$ cat src/rtl/uart_verici.sv
// uart_verici: TX FIFO feeding an 8N1 serialiser with a programmable bit period
module uart_verici #(
    parameter int FIFO_DEPTH = 8,
    parameter int DIV_W      = 16
) (
    input  logic             clk_i,
    input  logic             rst_i,
    input  logic [DIV_W-1:0] baud_div_i,
    input  logic             we_i,
    input  logic             stall_i,
    input  logic [7:0]       data_i,
    output logic             full_o,
    output logic             empty_o,
    output logic             busy_o,
    output logic             tx_o
);
    localparam int PW = $clog2(FIFO_DEPTH);
    localparam int CW = PW + 1;

    typedef enum logic [1:0] {IDLE, START, DATA, STOP} state_e;

    logic [7:0]       mem_q [FIFO_DEPTH];
    logic [PW-1:0]    wr_ptr_q, wr_ptr_d, rd_ptr_q, rd_ptr_d;
    logic [CW-1:0]    cnt_q, cnt_d;
    logic             full_q, empty_q;
    state_e           state_q, state_d;
    logic [DIV_W-1:0] div_q, div_d, bcnt_q, bcnt_d;
    logic [2:0]       idx_q, idx_d;
    logic [7:0]       shift_q, shift_d;
    logic             tx_q, tx_d;
    logic             push, pop, launch, bit_end;

    assign push    = we_i & ~full_q;
    assign launch  = ~stall_i & ~empty_q & (baud_div_i != '0);
    assign bit_end = bcnt_q == div_q - DIV_W'(1);
    assign pop     = launch & ((state_q == IDLE) | ((state_q == STOP) & bit_end));

    // FIFO pointer and occupancy next state; pointers wrap naturally (power-of-two depth)
    always_comb begin
        wr_ptr_d = push ? wr_ptr_q + PW'(1) : wr_ptr_q;
        rd_ptr_d = pop ? rd_ptr_q + PW'(1) : rd_ptr_q;
        cnt_d    = cnt_q + CW'(push) - CW'(pop);
    end

    // FIFO storage needs no reset: entries are only read when the count says they are valid
    always_ff @(posedge clk_i) begin
        if (push) mem_q[wr_ptr_q] <= data_i;
    end

    // FIFO pointers, count and flags registered from the next count
    always_ff @(posedge clk_i or posedge rst_i) begin
        if (rst_i) begin
            wr_ptr_q <= '0;
            rd_ptr_q <= '0;
            cnt_q    <= '0;
            full_q   <= 1'b0;
            empty_q  <= 1'b1;
        end else begin
            wr_ptr_q <= wr_ptr_d;
            rd_ptr_q <= rd_ptr_d;
            cnt_q    <= cnt_d;
            full_q   <= cnt_d == CW'(FIFO_DEPTH);
            empty_q  <= cnt_d == '0;
        end
    end

    // Frame sequencer; tx is derived from the next state so the line comes straight off a flop
    always_comb begin
        state_d = state_q;
        bcnt_d  = bcnt_q + DIV_W'(1);
        idx_d   = idx_q;
        shift_d = shift_q;
        div_d   = div_q;
        case (state_q)
            IDLE: bcnt_d = '0;
            START: begin
                if (bit_end) begin
                    bcnt_d  = '0;
                    idx_d   = '0;
                    state_d = DATA;
                end
            end
            DATA: begin
                if (bit_end) begin
                    bcnt_d  = '0;
                    shift_d = shift_q >> 1;
                    idx_d   = idx_q + 3'd1;
                    state_d = (idx_q == 3'd7) ? STOP : DATA;
                end
            end
            default: begin
                if (bit_end) begin
                    bcnt_d  = '0;
                    state_d = IDLE;
                end
            end
        endcase
        if (pop) begin
            bcnt_d  = '0;
            shift_d = mem_q[rd_ptr_q];
            div_d   = baud_div_i;
            state_d = START;
        end
        tx_d = (state_d == START) ? 1'b0 : (state_d == DATA) ? shift_d[0] : 1'b1;
    end

    // Frame sequencer registers; reset forces the line idle high at once
    always_ff @(posedge clk_i or posedge rst_i) begin
        if (rst_i) begin
            state_q <= IDLE;
            bcnt_q  <= '0;
            idx_q   <= '0;
            shift_q <= '0;
            div_q   <= '0;
            tx_q    <= 1'b1;
        end else begin
            state_q <= state_d;
            bcnt_q  <= bcnt_d;
            idx_q   <= idx_d;
            shift_q <= shift_d;
            div_q   <= div_d;
            tx_q    <= tx_d;
        end
    end

    assign full_o  = full_q;
    assign empty_o = empty_q;
    assign busy_o  = state_q != IDLE;
    assign tx_o    = tx_q;
endmodule

$ cat config.mk
export PLATFORM = sky130hd
export DESIGN_NAME = uart_verici
export DESIGN_NICKNAME = d
export VERILOG_FILES = /design/src/rtl/uart_verici.sv
export SDC_FILE = /design/constraint.sdc
export NUM_CORES = 1
export LEC_CHECK = 0
export CAP_MARGIN = 20
export CELL_PAD_IN_SITES_DETAIL_PLACEMENT = 2
export CELL_PAD_IN_SITES_GLOBAL_PLACEMENT = 2
export CORE_MARGIN = 1.5
export CORE_UTILIZATION = 45
export CTS_CLUSTER_DIAMETER = 150
export DETAILED_ROUTE_END_ITERATION = 8
export DONT_BUFFER_PORTS = 1
export PLACE_DENSITY = 0.81
export SYNTH_ARGS = -nofsm -noshare
export SYNTH_HDL_FRONTEND = slang
export SYNTH_SLANG_ARGS = --single-unit
$ cat constraint.sdc
create_clock -name clk_i -period 5 [get_ports clk_i]
set_input_delay 0.75 -clock clk_i [delete_from_list [all_inputs] [get_ports clk_i]]
set_output_delay 0.75 -clock clk_i [all_outputs]
set_load 0.01 [all_outputs]
# Word-level counts from Yosys, hierarchy flattened
# Memory sizes are Yosys's and may differ from the RTL's.
# Cells that the tools add are included.
[totals] regBits=58 ramBits=64 input_bits=28 out_inout_bits=4 elab_cells=67 mem_count=1
[op_classes] addsub=7 eq_ne=10 n_mux=19 bitwise_logic=9 n_reduce_logical=9
[memory_table] memory="mem_q" depth=8 width=8 rd=1 rd_clocked_by_memory_dff=0 write_ports=1 line_no="22" text="logic [7:0] mem_q [FIFO_DEPTH];"
[op_table] cell="$mux 16" count=3
[op_table] cell="$mux 8" count=3
[op_table] cell="$add 16x1->16 const B" count=1
[op_table] cell="$eq 16x16->1" count=1
[op_table] cell="$reduce_bool 16->1" count=1
[op_table] cell="$sub 16x1->16 const B" count=1
[op_table] cell="$add 3x1->3 const B" count=3
[op_table] cell="$mux 2" count=4
[op_table] cell="$reduce_bool 2->1" count=4
[op_table] cell="$eq 2x2->1 const B" count=3
[op_table] cell="$mux 3" count=2
[op_table] cell="$pmux 2 s3" count=1
[op_table] cell="$pmux 3 s2" count=1
[op_table] cell="$and 1x1->1" count=5
[op_table] cell="$mux 1" count=5
[op_table] cell="$add 4x1->4" count=1
[op_table] cell="$eq 2x1->1 const B" count=2
[op_table] cell="$eq 4x4->1 const B" count=1
[op_table] cell="$logic_not 4->1" count=1
[op_table] cell="$ne 2x2->1 const B" count=2
[op_table] cell="$sub 4x1->4" count=1
[op_table] cell="$eq 3x3->1 const B" count=1
[op_table] cell="$not 1->1" count=3
[op_table] cell="$reduce_and 3->1" count=1
[op_table] cell="3 further kinds" count=3

# Logic depth before layout (Yosys ltp)
[depth] depth_word=9 ltp_mapped=16 depth_no_buf=15

# Least setup slack after synthesis
# OpenSTA, ideal clock, no wires.
[synth_timing] kind="reg-to-reg" startpoint="register div_q[0]" endpoint="register full_q (netlist: full_o)" setup_time_ps=73 arrival_ps=3836 required_time_ps=4927 setup_slack_ps=1092 stages_incl_launch_ff=16 path_buffers=1 synth_period_minus_slack_ps=3908 path_cell_list="dfrtp_1 inv_1 ha_1 nor2b_1 or3_1 a31o_2 nor4_1 nand4_4 a21oi_4 buf_2 ha_1 inv_1 ha_1 fa_1 or3_1 nor2b_1"
[synth_between] elab_chain_len=7
[synth_lines] element="start, declared" line_no="27" text="logic [DIV_W-1:0] div_q, div_d, bcnt_q, bcnt_d;"
[synth_lines] element="start signal, assigned" line_no="121" text="div_q <= div_d;"
[synth_lines] element="$sub 16x1->16" line_no="35" text="assign bit_end = bcnt_q == div_q - DIV_W'(1);"
[synth_lines] element="$eq 16x16->1" line_no="35"
[synth_lines] element="$and 1x1->1" line_no="36" text="assign pop = launch & ((state_q == IDLE) | ((state_q == STOP) & bit_end));"
[synth_lines] element="$or 1x1->1" line_no="36"
[synth_lines] element="$and 1x1->1" line_no="36"
[synth_lines] element="$sub 4x1->4" line_no="42" text="cnt_d = cnt_q + CW'(push) - CW'(pop);"
[synth_lines] element="net cnt_d[1]" line_no="24" text="logic [CW-1:0] cnt_q, cnt_d;"
[synth_lines] element="$eq 4x4->1" line_no="62" text="full_q <= cnt_d == CW'(FIFO_DEPTH);"
[synth_lines] element="end signal, assigned" line_no="62"
[synth_lines] element="end, declared" line_no="25" text="logic full_q, empty_q;"
# The timed path passes the listed nets, and every way through them passes these cells.
# A chain may end at the register's enable or synchronous reset.

# Final worst setup path
# Same ends and word-level chain as after synthesis.

==> Flow_metrics.wiki <==
{| class="wikitable"
! Metric !! Value
|-
| CP Launch Point || div_q[0]
|-
| Largest net degree at the start of global routing || 36
|-
| Overall track demand over capacity in global routing || 21.28%
|-
| Total of endpoints with negative setup slack in the final report || 0
|-
| Synthesized instance count || 406
|-
| Cell types occupying the most area after synthesis || edfxtp_1 34%, dfrtp_1 25%, mux4_2 6.4%
|-
| Most used standard cell by instance count after synthesis || edfxtp_1
|-
| Mean number of vias per cell || 5.420
|-
| Number of antenna violations at the first check in global routing || 0
|-
| Register bit total from synthesis || 122
|-
| Sequential share of power || 47.8%
|-
| Int Pwr || 1907 uW
|-
| Total die area || 13260 um^2
|-
| Final worst path period share || 80.23%
|-
| Min Tclk post-route || 4.011 ns
|-
| Minimum setup slack after placement || 0.9797 ns
|-
| Residual antenna-violating net count after detailed routing || 0
|-
| Post-synthesis instance area || 5659 um^2
|-
| Critical path arrival || 4.36 ns
|-
| Reg-to-reg startpoint || div_q[0]
|-
| Family with the most delay on the worst path || simple AND/OR/NAND/NOR gates
|-
| Worst Max-Slew Pin Slew || 0.8284 ns
|-
| Slew HR || 44.57%
|-
| Fraction of registers with async set or reset after synthesis || 47.54%
|-
| H-Tree Level Count || 4
|-
| Via count of the first global-routing pass || 3743
|-
| Number of buffers inserted during clock tree synthesis || 17
|-
| Classification of the worst-slack hold path || in2async
|-
| Startpoint type of the worst setup path || register
|-
| Number of maximum-capacitance constraint violations || 0
|-
| Max Fanout on Critical Path || 6
|-
| Sequential-to-total area share from yosys stat || 59.65%
|-
| Number of primary I/O pins || 32
|-
| Initial cell density of the core || 46.53%
|-
| Total Neg Setup Slack || 0 ns
|-
| Total congestion overflow after global routing || 0
|-
| Result of the run || finished, final reports clean
|-
| Fill cell instance count of the final layout || 1114
|-
| DRC || 0
|-
| Sw Share || 25.51%
|-
| Cell variety after synth || 54
|-
| Resize count post-CTS || 0
|-
| R2r setup slk || 0.99 ns
|-
| Worst r2r path cells || 14
|-
| Fmax || 0.2493 GHz
|-
| CTS tree || done
|-
| Diode insertion count for antenna repair || 0
|-
| Clk Latency, worst-skew pair || 0.42 ns
|-
| Die extent in y || 115.1 um
|-
| Buffers added on ports || 0
|-
| Cell with the biggest individual delay on the critical path || nor4_1
|-
| Post-detail-place hpwl || 8752 um
|-
| Total number of nets in the final design || 456
|-
| Clock root buffer master || clkbuf_16
|-
| Fraction of final layout cells sized beyond drive strength 1 || 18.14%
|-
| Worst IR drop on VDD || 0.0003102 V
|-
| Clock slew seen by the registers of the worst setup and hold paths || 0.06 ns
|-
| Library cell occupying the most area in the post-synthesis netlist || edfxtp_1
|-
| Switching power || 653.0 uW
|-
| Crit path capture type || register
|-
| Number of iterations in the first detailed-routing pass || 4
|-
| Sink count of the clock tree || 122
|-
| Global placement routability congestion || 0.8053
|-
| Wire length of the first global-routing pass || 20240 um
|-
| Final hold violation count || 0
|-
| Via total after detailed routing || 3241
|-
| Layout overhead on the synthesized area || 12.16%
|-
| Number of buffers and inverters on the critical path || 2
|-
| Unrepaired setup endpoints after global routing || no
|-
| Portion of total power attributed to the clock network || 42.6%
|-
| 1st-iter DRT viols || 108
|-
| Count of flip-flops with a built-in enable after synthesis || 64
|-
| Fin worst setup slack || 0.9886 ns
|-
| Required @ worst endpoint || 5.35 ns
|-
| Drt total wl || 12500 um
|-
| Share of power burned in combinational logic || 9.7%
|-
| Crit path to || full_o
|-
| Routed wire length per instance || 20.90 um
|-
| Power per Cell Area || 403.2 nW/um^2
|-
| Crit path largest cell delay || 0.53 ns
|-
| Count of yosys warnings during synthesis || 0
|-
| Top cells by count, synth || 64 x edfxtp_1, 56 x dfrtp_1, 35 x nor2_1
|-
| Share of Yosys cell area claimed by the top area cell type || 33.96%
|-
| DIE WIDTH || 115.1 um
|-
| Top FF cell, synth || edfxtp_1
|-
| Leakage component of the power || 0.002422 uW
|-
| Area of the placeable core || 12160 um^2
|-
| Path length in cells of the critical path || 14
|-
| Post-synthesis average cell area || 13.94 um^2
|-
| Cells along the critical path || inv_1 > ha_1 > nor2b_1 > or3_1 > a31o_2 > nor4_1 > nand4_4 > a21oi_4 > ha_1 > inv_1 > ha_1 > fa_1 > or3_1 > nor2b_1
|-
| Pins Over Slew Limit || 0
|-
| CP Class || reg2reg
|-
| Cell seen most often among critical-path stages || ha_1
|-
| Capturing point of the worst reg2reg path || full_o
|-
| Maximum count of clock buffers along a single path || 2
|-
| # Post-CTS Setup Buffers || 0
|-
| Post-Syn Nets || 445
|-
| Post-cts hold buffer count || 0
|-
| Number of placement rows || 40
|-
| Clock Skew || 0.006625 ns
|}
[per-stage QoR]
step                      power (uW)  instances  hold WS [ns]  area [um^2]  utilization (%)
after global placement          1465        566        0.4981         5819            47.85
after CTS                       2595        598        0.2629         6347            52.19
after detailed placement        1495        566        0.5003         5819            47.85
after global routing            2668        598        0.2850         6347            52.19
final                           2560        598        0.2485         6347            52.19
after floorplan                 1409        406        0.4709         5659                -
[sequential cells by signal (all words and copies together), names as in the netlist, 3 cells and up]
register / count
cnt_q: 4
mem_q: 64
shift_q: 8
wr_ptr_q: 3
div_q: 16
rd_ptr_q: 3
idx_q: 3
bcnt_q: 16
[layout make-up]
class	count	area, um^2	area share [%]
Timing Repair Buffer	5	37.54	0.5914
Sequential cell	122	3376	53.18
Clock buffer	17	425.4	6.702
Inverter	13	48.80	0.7688
Clock inverter	15	102.6	1.616
Multi-Input combinational cell	258	2147	33.83
Tap cell	168	210.2	3.312
[cells in the final DEF (no fill, tap or decap), types with 10 or more instances in the layout]
master	netlist	layout
xor2_1	20	20
nand3_1	14	14
mux2i_1	21	21
nand2_1	26	26
clkbuf_16	0	17
nor2_1	35	35
ha_1	10	10
mux2_2	12	12
xnor2_1	21	21
inv_1	13	12
edfxtp_1	64	64
mux4_2	16	16
dfrtp_1	56	56
[routing by layer]
metal | global-route usage [%] | wire [um] | vias to the layer above
met1 | 24.50 | 5118 | 1668
met5 | 0 | 0 | -
met3 | 5.482 | 355 | 25
met2 | 37.66 | 6764 | 44
li1 | - | - | 1504
met4 | 9.136 | 261 | 0
[cells by family (layout without fill, tap and decap cells)]
group | count (synthesis) | count (layout) | synth area share, %
adders and majority gates | 11 | 11 | 2.565
AOI/OAI and AO/OA | 27 | 27 | 3.537
DFF | 122 | 122 | 59.65
and+or+nand+nor | 125 | 125 | 11.83
muxes | 53 | 53 | 13.27
buffers and inverters | 26 | 50 | 2.410
xor gates and xnor gates | 42 | 42 | 6.743
[power groups by stage]
stage	registers, uW	logic [uW]	clock network, uW
floorplan	1220	185	0
global placement	1230	232	0
detailed placement	1240	254	0
CTS	1220	255	1120
global route	1230	279	1160
finish	1220	247	1090
[worst min path at each step]
stage                   start        end  cells past startpoint
floorplan            cnt_q[0]   cnt_q[0]                      1
global placement    div_q[15]  div_q[15]                      1
detailed placement   cnt_q[0]   cnt_q[0]                      1
CTS                     rst_i  bcnt_q[1]                      1
global route            rst_i  bcnt_q[1]                      1
finish                  rst_i   cnt_q[2]                      1
No activity file was read; power rests on OpenSTA's default activity.
